## src/rtl/bus_timer_periph_if.sv

```systemverilog
// CPU data-bus bundle between the core (master) and the timer responder (slave).
interface bus_timer_periph_if;
  logic        busWe;
  logic [31:0] busAddr;
  logic [31:0] busWData;
  logic [3:0]  Byte_Enable;
  logic [31:0] busRData;

  modport master (output busWe, busAddr, busWData, Byte_Enable, input busRData);
  modport slave  (input busWe, busAddr, busWData, Byte_Enable, output busRData);
endinterface

```

## src/rtl/bus_timer_periph.sv

```systemverilog
// Memory-mapped prescaled timer: compare match, auto-reload, overflow, sticky W1C flags, level irq.
// Define TIMER_CAPTURE_EN to add the cap_in input capture (CAP register, STAT.CAPF, CTRL.CAP_IRQ_EN).
module bus_timer_periph #(
  parameter logic [31:0] BASE_ADDR = 32'h1000_1000,
  parameter int          CNT_W     = 32,
  parameter int          PSC_W     = 16
) (
  input  logic              clk,
  input  logic              reset,
`ifdef TIMER_CAPTURE_EN
  input  logic              cap_in,
`endif
  bus_timer_periph_if.slave bus,
  output logic              irq
);

  localparam logic [2:0] IDX_CTRL = 3'd0;
  localparam logic [2:0] IDX_PSC  = 3'd1;
  localparam logic [2:0] IDX_CNT  = 3'd2;
  localparam logic [2:0] IDX_CMP  = 3'd3;
  localparam logic [2:0] IDX_STAT = 3'd4;
  localparam logic [2:0] IDX_CAP  = 3'd5;
  localparam logic [CNT_W-1:0] CNT_ONES = {CNT_W{1'b1}};

  function automatic logic [31:0] f_merge(input logic [31:0] old_v, input logic [31:0] new_v,
                                          input logic [3:0] be);
    logic [31:0] res;
    for (int i = 0; i < 4; i++) begin
      res[8*i +: 8] = be[i] ? new_v[8*i +: 8] : old_v[8*i +: 8];
    end
    return res;
  endfunction

  logic             r_en, r_auto, r_irq_en, r_match, r_ovf, r_irq;
  logic [PSC_W-1:0] r_psc, r_pcnt;
  logic [CNT_W-1:0] r_cnt, r_cmp;
  logic             w_en_n, w_auto_n, w_irq_en_n, w_match_n, w_ovf_n, w_irq_n;
  logic [PSC_W-1:0] w_psc_n, w_pcnt_n;
  logic [CNT_W-1:0] w_cnt_n, w_cmp_n;
  logic             w_sel, w_wr, w_wr_ctrl, w_tick, w_tick_eff, w_hit, w_clear, w_w1c;
  logic             w_match_set, w_ovf_set, w_cap_irq, w_ctrl_hi, w_stat_hi, w_unused;
  logic [2:0]       w_idx;
  logic [31:0]      w_wdata, w_rdata;
  logic [3:0]       w_be;

  assign w_sel     = (bus.busAddr[31:5] == BASE_ADDR[31:5]);
  assign w_idx     = bus.busAddr[4:2];
  assign w_wr      = w_sel & bus.busWe;
  assign w_wdata   = bus.busWData;
  assign w_be      = bus.Byte_Enable;
  assign w_unused  = ^bus.busAddr[1:0];
  assign w_wr_ctrl = w_wr & (w_idx == IDX_CTRL) & w_be[0];
  assign w_clear   = w_wr_ctrl & w_wdata[3];
  assign w_w1c     = w_wr & (w_idx == IDX_STAT) & w_be[0];
  assign w_tick    = r_en & (r_pcnt == r_psc);
  // CLEAR suppresses the whole tick, including the flag updates it would cause
  assign w_tick_eff  = w_tick & ~w_clear;
  assign w_hit       = (r_cnt == r_cmp);
  assign w_match_set = w_tick_eff & w_hit;
  assign w_ovf_set   = w_tick_eff & (r_cnt == CNT_ONES) & ~(w_hit & r_auto);

`ifdef TIMER_CAPTURE_EN
  logic             r_cap_irq_en, r_capf, r_cap_prev;
  logic [1:0]       r_sync;
  logic [CNT_W-1:0] r_cap;
  logic             w_cap_irq_en_n, w_capf_n, w_cap_evt;

  assign w_cap_evt = r_sync[1] & ~r_cap_prev;
  assign w_cap_irq = w_cap_irq_en_n & w_capf_n;
  assign w_ctrl_hi = r_cap_irq_en;
  assign w_stat_hi = r_capf;

  // Capture enable and sticky CAPF next state
  always_comb begin
    w_cap_irq_en_n = r_cap_irq_en;
    if (w_wr_ctrl) begin
      w_cap_irq_en_n = w_wdata[4];
    end else begin
      w_cap_irq_en_n = r_cap_irq_en;
    end
    w_capf_n = (r_capf & ~(w_w1c & w_wdata[2])) | w_cap_evt;
  end

  // Two-flop synchronizer, edge detect and capture registers
  always_ff @(posedge clk or negedge reset) begin
    if (!reset) begin
      r_sync       <= 2'b00;
      r_cap_prev   <= 1'b0;
      r_cap_irq_en <= 1'b0;
      r_capf       <= 1'b0;
      r_cap        <= '0;
    end else begin
      r_sync       <= {r_sync[0], cap_in};
      r_cap_prev   <= r_sync[1];
      r_cap_irq_en <= w_cap_irq_en_n;
      r_capf       <= w_capf_n;
      if (w_cap_evt) begin
        r_cap <= r_cnt;
      end
    end
  end
`else
  assign w_cap_irq = 1'b0;
  assign w_ctrl_hi = 1'b0;
  assign w_stat_hi = 1'b0;
`endif

  // Next-state for control, prescaler, counter and status
  always_comb begin
    w_en_n     = r_en;
    w_auto_n   = r_auto;
    w_irq_en_n = r_irq_en;
    w_psc_n    = r_psc;
    w_pcnt_n   = r_pcnt;
    w_cnt_n    = r_cnt;
    w_cmp_n    = r_cmp;
    if (w_wr_ctrl) begin
      w_en_n     = w_wdata[0];
      w_auto_n   = w_wdata[1];
      w_irq_en_n = w_wdata[2];
    end else begin
      w_en_n     = r_en;
    end
    if (w_wr && (w_idx == IDX_PSC)) begin
      w_psc_n = PSC_W'(f_merge(32'(r_psc), w_wdata, w_be));
    end else begin
      w_psc_n = r_psc;
    end
    if (w_wr && (w_idx == IDX_CMP)) begin
      w_cmp_n = CNT_W'(f_merge(32'(r_cmp), w_wdata, w_be));
    end else begin
      w_cmp_n = r_cmp;
    end
    if (w_clear) begin
      w_pcnt_n = '0;
    end else if (w_tick) begin
      w_pcnt_n = '0;
    end else if (r_en) begin
      w_pcnt_n = r_pcnt + PSC_W'(1'b1);
    end else begin
      w_pcnt_n = r_pcnt;
    end
    // A bus write to CNT outranks the tick; CLEAR outranks both
    if (w_clear) begin
      w_cnt_n = '0;
    end else if (w_wr && (w_idx == IDX_CNT)) begin
      w_cnt_n = CNT_W'(f_merge(32'(r_cnt), w_wdata, w_be));
    end else if (w_tick_eff && w_hit && r_auto) begin
      w_cnt_n = '0;
    end else if (w_tick_eff) begin
      w_cnt_n = r_cnt + CNT_W'(1'b1);
    end else begin
      w_cnt_n = r_cnt;
    end
    w_match_n = (r_match & ~(w_w1c & w_wdata[0])) | w_match_set;
    w_ovf_n   = (r_ovf & ~(w_w1c & w_wdata[1])) | w_ovf_set;
    w_irq_n   = (w_irq_en_n & (w_match_n | w_ovf_n)) | w_cap_irq;
  end

  // Timer state registers
  always_ff @(posedge clk or negedge reset) begin
    if (!reset) begin
      r_en     <= 1'b0;
      r_auto   <= 1'b0;
      r_irq_en <= 1'b0;
      r_psc    <= '0;
      r_pcnt   <= '0;
      r_cnt    <= '0;
      r_cmp    <= '0;
      r_match  <= 1'b0;
      r_ovf    <= 1'b0;
      r_irq    <= 1'b0;
    end else begin
      r_en     <= w_en_n;
      r_auto   <= w_auto_n;
      r_irq_en <= w_irq_en_n;
      r_psc    <= w_psc_n;
      r_pcnt   <= w_pcnt_n;
      r_cnt    <= w_cnt_n;
      r_cmp    <= w_cmp_n;
      r_match  <= w_match_n;
      r_ovf    <= w_ovf_n;
      r_irq    <= w_irq_n;
    end
  end

  // Zero-wait read mux
  always_comb begin
    w_rdata = 32'h0;
    if (w_sel) begin
      case (w_idx)
        IDX_CTRL: w_rdata = {27'h0, w_ctrl_hi, 1'b0, r_irq_en, r_auto, r_en};
        IDX_PSC:  w_rdata = 32'(r_psc);
        IDX_CNT:  w_rdata = 32'(r_cnt);
        IDX_CMP:  w_rdata = 32'(r_cmp);
        IDX_STAT: w_rdata = {29'h0, w_stat_hi, r_ovf, r_match};
`ifdef TIMER_CAPTURE_EN
        IDX_CAP:  w_rdata = 32'(r_cap);
`endif
        default:  w_rdata = 32'h0;
      endcase
    end else begin
      w_rdata = 32'h0;
    end
  end

  assign bus.busRData = w_rdata;
  assign irq          = r_irq;

endmodule

```

## src/flat_wrapper.sv

```systemverilog
// flat-port wrapper written by rule: the top's interface ports become plain ports
module bus_timer_periph_flat 
#(
  parameter logic [31:0] BASE_ADDR = 32'h1000_1000,
  parameter int          CNT_W     = 32,
  parameter int          PSC_W     = 16
)
  (clk, reset, irq, bus_busWe, bus_busAddr, bus_busWData, bus_Byte_Enable, bus_busRData);
  bus_timer_periph_if bus_i ();
  input  logic clk;
  input  logic reset;
  output logic irq;
  input wire logic [$bits(bus_i.busWe)-1:0] bus_busWe;
  input wire logic [$bits(bus_i.busAddr)-1:0] bus_busAddr;
  input wire logic [$bits(bus_i.busWData)-1:0] bus_busWData;
  input wire logic [$bits(bus_i.Byte_Enable)-1:0] bus_Byte_Enable;
  output wire logic [$bits(bus_i.busRData)-1:0] bus_busRData;
  assign bus_i.busWe = bus_busWe;
  assign bus_i.busAddr = bus_busAddr;
  assign bus_i.busWData = bus_busWData;
  assign bus_i.Byte_Enable = bus_Byte_Enable;
  assign bus_busRData = bus_i.busRData;
  bus_timer_periph #(.BASE_ADDR(BASE_ADDR), .CNT_W(CNT_W), .PSC_W(PSC_W)) u_core (.clk(clk), .reset(reset), .bus(bus_i), .irq(irq));
endmodule
```

## config.mk

```make
export PLATFORM = sky130hd
export DESIGN_NAME = bus_timer_periph_flat
export DESIGN_NICKNAME = d
export VERILOG_FILES = /design/src/rtl/bus_timer_periph_if.sv /design/src/rtl/bus_timer_periph.sv /design/src/flat_wrapper.sv
export SDC_FILE = /design/constraint.sdc
export NUM_CORES = 1
export LEC_CHECK = 0
export CAP_MARGIN = 10
export CORE_UTILIZATION = 35
export DETAILED_ROUTE_END_ITERATION = 7
export SLEW_MARGIN = 15
export SYNTH_ARGS = -nofsm -noshare
export SYNTH_HDL_FRONTEND = slang
export SYNTH_SLANG_ARGS = --single-unit
```

## constraint.sdc

```tcl
create_clock -name clk -period 3.2 [get_ports clk]
set_clock_uncertainty 0.15 [all_clocks]
set_input_delay 0.32 -clock clk [delete_from_list [all_inputs] [get_ports clk]]
set_output_delay 0.32 -clock clk [all_outputs]
set_load 0.02 [all_outputs]
```

==> results of run 1 <==
==> power breakdown <==
part           total, W    switching (W)  internal, W
Combinational  0.000193        0.0000958    0.0000972
Clock           0.00115         0.000533     0.000620
Sequential      0.00129  0.0000000000433      0.00129
==> metal layers <==
layer  vias up  wire (um)  GRT usage
met5         -          0          0
met4         0        305     0.0544
met3        28       1090     0.0436
met2       194       9570      0.354
met1      2916       9470      0.308
li1       2735          -          -
==> sequential cells by signal, summed over array words and instances, names as in the netlist <==
| signal | count |
|---|---|
| u_core.r_en | 1 |
| u_core.r_match | 1 |
| u_core.r_cmp | 32 |
| u_core.irq | 1 |
| u_core.r_psc | 16 |
| u_core.r_auto | 1 |
| u_core.r_ovf | 1 |
| u_core.r_pcnt | 16 |
| u_core.r_irq_en | 1 |
| u_core.r_cnt | 32 |
==> cells by family (layout without fill, tap and decap cells) <==
group / after synthesis / in the layout
muxes: 64 / 64
buffers and inverters: 44 / 163
AOI/OAI and AO/OA: 128 / 128
and+or+nand+nor: 277 / 277
DFF: 102 / 102
xor gates and xnor gates: 67 / 67
adders and majority gates: 2 / 2
==> what timing repair did <==
| action | 4_1_cts | 5_1_grt |
|---|---|---|
| endpoints found under the hold margin | 42 | 0 |
| endpoints found under the setup margin | 0 | 24 |
| gates resized for setup | 0 | 7 |
| hold buffers | 1 | 0 |
==> placed cells by master, fill, tap and decap left out, drive strengths merged, types with 9 or more instances in the layout <==
cell           instances
mux2                  62
a211o                 18
dfrtp                102
clkdlybuf4s50         96
nand2                 54
buf                   34
o21ai                 16
xnor2                 49
nor3                  20
nand3                 30
clkbuf                11
and3                   9
a21boi                12
xor2                  18
nor2b                 10
inv                   15
nor2                  68
nor4                  15
a22oi                 33
nand4                 25
a21oi                 13
==> final timing paths <==
check | endpoint | slack, ns | depth (start not counted) | from
max in group asynchronous | u_core.r_cnt[14]$_DFFE_PN0P_ | 1.81 | 3 | reset
worst max-delay path | bus_busRData[6] | 0.1 | 7 | bus_busAddr[17]
worst max register to register | u_core.r_cnt[12]$_DFFE_PN0P_ | 0.38 | 7 | u_core.r_pcnt[4]$_DFFE_PN0P_
worst min-delay path | u_core.r_match$_DFF_PN0_ | 0.36 | 2 | reset
min in group clk | u_core.r_cmp[5]$_DFFE_PN0P_ | 0.41 | 1 | u_core.r_cmp[5]$_DFFE_PN0P_
worst min register to register | u_core.r_cmp[5]$_DFFE_PN0P_ | 0.41 | 1 | u_core.r_cmp[5]$_DFFE_PN0P_
==> stage by stage <==
step / instances / setup WS, ns / hold slack, ns
finish: 1032 / 0.0953 / 0.360
global route: 1032 / 0.000492 / 0.420
CTS: 1032 / 0.0154 / 0.390
detailed placement: 1015 / 0.0299 / 0.222
global placement: 1015 / 0.0778 / 0.224
floorplan: 684 / 0.734 / -0.126
==> final cells by class <==
type	instances	area (um2)	share of cell area
timing repair buffer	135	1330	0.160
clock inverter	5	66.3	0.00799
sequential	102	2550	0.308
multi-input combinational	538	3790	0.456
inverter	12	45.0	0.00543
clock buffer	11	233	0.0281
tap	229	287	0.0345
==> worst max-delay path: stages <==
cell and delay [ns]:
clkdlybuf4s50_1 0.43, nor4_1 0.35, nand3_1 0.23, or3_1 0.35
buf_4 0.19, nor2_1 0.13, clkdlybuf4s50_1 0.62
==> key figures, run 1 <==
Status
  – Status: finished with violations
  – Failing checks: design-rule violations

Clock network
  – CTS Sinks: 102
  – Post-CTS setup buffer count: 0
  – CTS H-tree depth: 3
  – Clk root buf: clkbuf_16
  – Clock tree buffer depth: 2
  – TritonCTS clock tree: built
  – Total CTS buffers: 9
  – CTS clk-pin slew, worst paths: 0.07 ns
  – Clock latency at the later pin of the worst-skew pair: 0.36 ns

Logic synthesis
  – Top cells by area, synth: dfrtp_1, mux2_2, xnor2_1
  – Largest family of logic cells by synthesized area: simple AND/OR/NAND/NOR gates
  – Asr flop ratio synth: 1.00
  – Sequential area share after synthesis: 0.393
  – Yosys reg bits: 102
  – Synth top cells by count: dfrtp_1, nor2_1, mux2_2
  – Simple-Gate Fraction of Synth Area: 0.226
  – Mapped Cells: 684
  – Number of synthesized flops with an enable pin: 0
  – Synth Area in Compound Gates: 0.148
  – Mux share of post-synthesis cell area: 0.113
  – Ys flop type: dfrtp_1
  – Synth Area in Adders: 0.00385
  – Mean post-synth cell area: 9.49 um2
  – Number of distinct library cells after synthesis: 64
  – Mapped Area: 6490 um2
  – YS warnings: 0
  – Syn nets: 757
  – Area share of the largest cell type after synthesis: 0.393
  – Largest area contributor in the netlist: dfrtp_1
  – Most frequent cell after synthesis: dfrtp_1
  – Synth Area in XOR/XNOR: 0.0904

Die
  – Die W: 138 um
  – Die height: 138 um
  – Core box area: 18100 um2
  – Core Rows: 49
  – Starting Density: 0.359
  – Number of top-level pins: 104
  – Die ar.: 19100 um2

Final layout
  – Diodes inserted: 0
  – Final Util: 0.459
  – Layout cell share with drive strength beyond 1: 0.163
  – Area growth syn-to-layout: 27.8%
  – Final #Nets: 871
  – FILL cells: 1708
  – Post-route design area: 8300 um2

STA
  – Fmax: 322 MHz
  – Slew Limit Fails: 0
  – Least-Margin Pin Slew: 0.659 ns
  – Final setup viols: 0
  – Tmin final: 3.10 ns
  – Final Hold Vio Count: 0
  – Worst slew margin: 0.561
  – RSZ-0062 raised after global routing: false
  – Post-route clock period utilization: 0.970
  – Setup TNS: 0 ns

Detailed routing
  – Routed Antenna Nets: 0
  – DR pass1 iterations: 7
  – WL final: 20.4 mm
  – Initial drt markers: 455
  – Average wire per standard cell: 19.8 um
  – Routed vias/inst: 5.69
  – Vias: 5873
  – DRC errors left: 16

Place
  – Gpl congestion: 0.910
  – IO Port Bufs: 101
  – Post-DP Area: 7960 um2
  – Post-detail-place hpwl: 15.7 mm

Pwr
  – Leak: 3.66 nW
  – VDD IR max: 0.000252 V
  – Final Total Pwr: 0.00263 W
  – Power Density: 317 nW/um2

GRT
  – Tot GR Track Use: 0.222
  – Global-route wire length before repair: 33.1 mm
  – Largest net degree at the start of global routing: 61
  – Gr ovfl total: 0
  – Initial antenna violation count: 0
  – Number of global-route vias before repair: 5945

Critical path
  – Crit. End Element: output port
  – Crit path kind: input port to output port
  – Worst Path Arrival: 2.63 ns
  – Critical path required time: 2.73 ns
  – Startpoint types: input port
  – Worst-path maximum fanout: 14

Job
  – Max-cap check violation count: 0

Worst hold path
  – HP Class: input port to asynchronous set/reset pin
Note: power is estimated with default switching activity, not from simulation.
==> inputs of run 2 (changes only) <==
Settings changed: GPL_ROUTABILITY_DRIVEN from default to 0, PLACE_DENSITY from default to 0.52.
==> run 2 against run 1 <==
  * The flow still finishes with violations (design-rule violations)
  * Sequential power barely moved
  * First-iteration DRC count is 16% lower
  * Total power is 2.5% lower
  * Clock power down 6%
  * Critical path depth did not move
  * Core utilization up 0.42 points
  * Hold slack better by 0.039 ns
  * Critical path type unchanged
  * Highest routed layer unchanged
==> key figures, run 2 (synthesized netlist as in run 1, its figures left out) <==
Place
  – IO Port Bufs: 101 (unchanged)
  – Post-detail-place hpwl: 16.2 mm (+3.2%)

GRT
  – Number of global-route vias before repair: 5927 (-0.30%)
  – Tot GR Track Use: 0.229 (+0.00751)
  – Initial antenna violation count: 0 (unchanged)
  – Gr ovfl total: 0 (unchanged)
  – Global-route wire length before repair: 33.8 mm (+2.3%)
  – Largest net degree at the start of global routing: 56 (-8.2%)

Status
  – Status: finished with violations
  – Failing checks: design-rule violations

Critical path
  – Worst path cell trace: clkdlybuf4s50_1 > nor4_1 > nand4_1 > or3_1 > buf_4 > nor2_1 > clkdlybuf4s50_1
  – Crit. End Element: output port
  – Crit Reg-Reg Endpoint: u_core.r_cnt[9]$_DFFE_PN0P_
  – Most frequent CP cell: clkdlybuf4s50_1
  – Reg2reg path depth: 6 (-1)
  – Startpoint types: input port
  – Crit path largest cell delay: 0.61 ns (about the same)
  – Reg2Reg Launch Point: u_core.r_pcnt[2]$_DFFE_PN0P_
  – Worst-path maximum fanout: 14 (unchanged)
  – Critical path required time: 2.73 ns (about the same)
  – Critical path buffers and inverters: 3 (unchanged)
  – Crit path kind: input port to output port
  – Worst Path Arrival: 2.59 ns (-0.04 ns)
  – R2r setup slk: 0.42 ns (+0.04 ns)
  – Crit. Startpoint: bus_busAddr[11]
  – CP max stage cell: clkdlybuf4s50_1
  – Top cell family by delay on the critical path: buffers and inverters

Clock network
  – Clock tree buffer depth: 2 (unchanged)
  – Total CTS buffers: 9 (unchanged)
  – Clk root buf: clkbuf_16
  – Post-CTS setup buffer count: 0 (unchanged)
  – TritonCTS clock tree: built
  – CTS Sinks: 102 (unchanged)
  – Clock latency at the later pin of the worst-skew pair: 0.37 ns (about the same)
  – CTS clk-pin slew, worst paths: 0.07 ns (about the same)
  – CTS H-tree depth: 3 (unchanged)

Detailed routing
  – Average wire per standard cell: 20.4 um (+2.8%)
  – Routed Antenna Nets: 0 (unchanged)
  – Routed vias/inst: 5.61 (-1.5%)
  – Initial drt markers: 383 (-16%)
  – Vias: 5849 (-0.41%)
  – DR pass1 iterations: 7 (unchanged)
  – WL final: 21.2 mm (+3.9%)
  – DRC errors left: 12 (-4)

STA
  – Setup TNS: 0 ns (unchanged)
  – Final setup viols: 0 (unchanged)
  – RSZ-0062 raised after global routing: false
  – Least-Margin Pin Slew: 0.759 ns (+0.101 ns)
  – Slew Limit Fails: 0 (unchanged)
  – Worst slew margin: 0.494 (-0.0671)
  – Fmax: 327 MHz (+1.5%)
  – Tmin final: 3.06 ns (-0.0458 ns)
  – Post-route clock period utilization: 0.956 (-0.0143)
  – Final Hold Vio Count: 0 (unchanged)

Final layout
  – Multi-input gate area: 3790 um2 (unchanged)
  – Commonest non-fill, non-tap cell in the layout: dfrtp_1
  – Final Util: 0.463 (+0.00422)
  – Most frequent cells in the layout: dfrtp_1, clkdlybuf4s50_1, nor2_1
  – Sequential cell area: 2550 um2 (unchanged)
  – Final #Nets: 882 (+1.3%)
  – Layout cell share with drive strength beyond 1: 0.177 (+0.0138)
  – Area growth syn-to-layout: 28.9%
  – FILL cells: 1702 (-0.35%)
  – Biggest regs: u_core.r_cmp (32), u_core.r_cnt (32)
  – Diodes inserted: 0 (unchanged)

Worst hold path
  – HP Class: flip-flop to flip-flop
  – Min-delay src: u_core.r_irq_en$_DFF_PN0_
  – Hold path endpoint: u_core.r_irq_en$_DFF_PN0_
  – Cells on Worst Hold Path: 1

Die
  – Starting Density: 0.359 (unchanged)
  – Die W: 138 um (unchanged)
  – Core Rows: 49 (unchanged)
  – Die height: 138 um (unchanged)
  – Die ar.: 19100 um2 (unchanged)
  – Number of top-level pins: 104 (unchanged)
  – Core box area: 18100 um2 (unchanged)

Pwr
  – Power Density: 307 nW/um2 (-3.4%)
  – Leak: 3.81 nW (+3.9%)
  – VDD IR max: 0.000263 V (+4.6%)

Job
  – Max-cap check violation count: 0 (unchanged)
run 2: changes by cell type in the layout (fill, tap and decap cells not counted), sizes merged:
cell and change:
bufinv -1, buf +11, clkinv +3, clkbuf -2, clkdlybuf4s50 -5, dlymetal6s2s +5
run 2: worst max-delay path by stage:
stage,to,slack [ns],depth (start not counted)
finish,bus_busRData[4],0.14,7
global route,bus_busRData[11],0.002,7
CTS,bus_busRData[12],0.05,7
detailed placement,bus_busRData[12],0.02,7
global placement,u_core.r_cnt[4]$_DFFE_PN0P_,0.02,8
floorplan,bus_busRData[21],0.73,7
run 2: layout make-up:
class	instances	share of cell area
multi-input combinational	538	0.452
sequential	102	0.305
timing repair buffer	146	0.170
tap	229	0.0342
clock buffer	9	0.0269
clock inverter	7	0.00658
inverter	12	0.00538
run 2: routing by layer:
metal | vias to the layer above | global-route usage | share of wire
met5 | - | 0 | 0
met4 | 0 | 0.0645 | 0.018
met3 | 27 | 0.0419 | 0.046
met2 | 166 | 0.363 | 0.47
met1 | 2904 | 0.320 | 0.47
li1 | 2752 | - | -
run 2: through the flow:
| step | hold WS (ns) | worst slack, ns | instances | power (W) | instance area, um2 |
|---|---|---|---|---|---|
| after floorplan | -0.126 | 0.734 | 684 | 0.00135 | 6490 |
| after global placement | 0.286 | 0.0187 | 1026 | 0.00151 | 8040 |
| after detailed placement | 0.285 | 0.0249 | 1026 | 0.00151 | 8040 |
| after CTS | 0.399 | 0.0537 | 1043 | 0.00260 | 8340 |
| after global routing | 0.426 | 0.00160 | 1043 | 0.00266 | 8370 |
| final | 0.399 | 0.141 | 1043 | 0.00257 | 8370 |
run 2: what timing repair did:
action                                 4_1_cts  5_1_grt
setup endpoints to repair                    3       15
endpoints found under the hold margin       52        0
resized for setup                            1       11
hold buffers                                 1        0
run 2: power by group:
group,internal [W],switching (W)
sequential,0.00129,0.0000000000430
combinational,0.0000999,0.0000979
clock,0.000538,0.000545
==> inputs of run 3 (changes only) <==
Settings changed: CORE_MARGIN from default to 2, CTS_CLUSTER_SIZE from default to 24.
==> run 3 against run 2 <==
  * Register-to-register slack worse by 0.06 ns
  * Cell count down 0.19%
  * The run now ends clean
  * Fmax down 0.57%
  * Sequential power about the same
  * Worst setup slack worse by 0.017 ns
  * Sequential share of layout area about the same
==> key figures, run 3 (synthesized netlist as in run 1, its figures left out) <==
Status
  – Status: finished, final reports clean

Critical path
  – Critical path required time: 2.73 ns (about the same)
  – Crit Reg-Reg Endpoint: u_core.r_cnt[9]$_DFFE_PN0P_
  – Crit. End Element: output port
  – Crit path largest cell delay: 0.63 ns (+0.02 ns)
  – Worst path cell trace: clkdlybuf4s50_1 > nor4_2 > nand3_1 > or3_1 > buf_4 > nor2_1 > clkdlybuf4s50_1
  – Crit path kind: input port to output port
  – Startpoint types: input port
  – Worst Path Arrival: 2.61 ns (+0.02 ns)
  – CP max stage cell: clkdlybuf4s50_1
  – Reg2Reg Launch Point: u_core.r_pcnt[2]$_DFFE_PN0P_
  – Reg2reg path depth: 6 (unchanged)
  – Crit path to: bus_busRData[10]
  – Crit. Startpoint: bus_busAddr[17]
  – R2r setup slk: 0.36 ns (-0.06 ns)
  – Worst-path maximum fanout: 14 (unchanged)
  – Most frequent CP cell: clkdlybuf4s50_1

Detailed routing
  – DRC errors left: 0 (-12)
  – DR pass1 iterations: 5 (-2)
  – Vias: 5846 (-0.051%)
  – Routed vias/inst: 5.62 (+0.14%)
  – WL final: 21.4 mm (+0.96%)
  – Initial drt markers: 408 (+6.5%)
  – Average wire per standard cell: 20.6 um (+1.2%)
  – Routed Antenna Nets: 0 (unchanged)

GRT
  – Tot GR Track Use: 0.222 (-0.00739)
  – Largest net degree at the start of global routing: 54 (-3.6%)
  – Initial antenna violation count: 0 (unchanged)
  – Number of global-route vias before repair: 5939 (+0.20%)
  – Global-route wire length before repair: 33.8 mm (about the same)
  – Gr ovfl total: 0 (unchanged)

STA
  – Fmax: 325 MHz (-0.57%)
  – Least-Margin Pin Slew: 0.767 ns (+0.00774 ns)
  – Worst slew margin: 0.489 (-0.00516)
  – Post-route clock period utilization: 0.961 (+0.00544)
  – Setup TNS: 0 ns (unchanged)
  – Final Hold Vio Count: 0 (unchanged)
  – Final setup viols: 0 (unchanged)
  – Min Hold Slack: 0.401 ns (+0.00221 ns)
  – Slew Limit Fails: 0 (unchanged)
  – Tmin final: 3.08 ns (+0.0174 ns)
  – Worst setup margin: 0.124 ns (-0.0174 ns)
  – RSZ-0062 raised after global routing: false

Die
  – Die height: 140 um (+1.4%)
  – Die W: 140 um (+1.4%)
  – Core Rows: 49 (unchanged)
  – Die ar.: 19700 um2 (+2.9%)
  – Number of top-level pins: 104 (unchanged)
  – Starting Density: 0.359 (unchanged)
  – Core box area: 18100 um2 (unchanged)

Pwr
  – Power Density: 310 nW/um2 (+1.2%)
  – VDD IR max: 0.000260 V (-1.3%)
  – Leak: 3.78 nW (-0.63%)
  – Final Total Pwr: 0.00260 W (+1.3%)

Clock network
  – Total CTS buffers: 9 (unchanged)
  – CTS H-tree depth: 3 (unchanged)
  – Clock tree buffer depth: 2 (unchanged)
  – CTS Sinks: 102 (unchanged)
  – TritonCTS clock tree: built
  – Clk root buf: clkbuf_16
  – CTS clk-pin slew, worst paths: 0.08 ns (about the same)
  – Clock latency at the later pin of the worst-skew pair: 0.36 ns (about the same)

Final layout
  – Multi-input gate area: 3790 um2 (unchanged)
  – Most frequent cells in the layout: dfrtp_1, clkdlybuf4s50_1, nor2_1
  – Area growth syn-to-layout: 29.1% (about the same)
  – Sequential cell area: 2550 um2 (unchanged)
  – Layout cell share with drive strength beyond 1: 0.175 (-0.00203)
  – Final #Nets: 880 (-0.23%)
  – Diodes inserted: 0 (unchanged)
  – Commonest non-fill, non-tap cell in the layout: dfrtp_1
  – FILL cells: 1737 (+2.1%)
  – Post-route design area: 8380 um2 (about the same)
  – Biggest regs: u_core.r_cmp (32), u_core.r_cnt (32)

Worst hold path
  – HP Class: input port to asynchronous set/reset pin

Place
  – IO Port Bufs: 101 (unchanged)
  – Post-detail-place hpwl: 16.3 mm (+0.58%)
  – Dpl ws: -0.0357 ns (-0.0606 ns)
  – Post-DP Area: 8040 um2 (about the same)

Job
  – Max-cap check violation count: 0 (unchanged)
-- run 3: where the power goes --
group            switching (W)  internal (W)
Sequential     0.0000000000436       0.00129
Clock                 0.000550      0.000564
Combinational        0.0000982      0.000103
Total                 0.000648       0.00195
-- run 3: layout make-up --
type                            instances  area share
Multi-Input combinational cell        538       0.452
Sequential cell                       102       0.305
Timing Repair Buffer                  144       0.169
Tap cell                              229      0.0342
Clock buffer                           10      0.0285
Clock inverter                          6     0.00642
Inverter                               12     0.00537
-- run 3: how the worst min path moves through the flow --
stage | slack, ns | depth (start not counted) | end
after global placement | 0.27 | 1 | u_core.r_cmp[28]$_DFFE_PN0P_
after floorplan | -0.13 | 0 | u_core.irq$_DFF_PN0_
final | 0.40 | 2 | u_core.irq$_DFF_PN0_
after global routing | 0.41 | 3 | u_core.r_cnt[22]$_DFFE_PN0P_
after CTS | 0.39 | 2 | u_core.r_match$_DFF_PN0_
after detailed placement | 0.27 | 1 | u_core.r_cmp[31]$_DFFE_PN0P_
-- run 3: stage by stage --
| stage | util | std cells |
|---|---|---|
| 6_report | 0.463 | 1041 |
| 4_1_cts | 0.462 | 1041 |
| 2_1_floorplan | - | 684 |
| 3_5_place_dp | 0.444 | 1024 |
| 5_1_grt | 0.463 | 1041 |
| 3_3_place_gp | 0.444 | 1024 |
-- run 3: repair_timing --
item / in CTS / in global routing
endpoints found under the hold margin: 50 / 0
gates resized for setup: 1 / 10
setup buffers: 0 / 0
hold buffers: 1 / 0
endpoints found under the setup margin: 3 / 22
-- run 3: layer usage --
| layer | GRT usage | vias to the layer above | part of all wire |
|---|---|---|---|
| met5 | 0 | - | 0 |
| met4 | 0.0564 | 0 | 0.016 |
| met3 | 0.0492 | 29 | 0.056 |
| met2 | 0.358 | 177 | 0.47 |
| met1 | 0.303 | 2895 | 0.46 |
| li1 | - | 2745 | - |
-- run 3: worst max-delay path: cells and delay by family --
kind	cells	cell delay, ns
buf+inv	3	1.28
simple gates	4	0.99
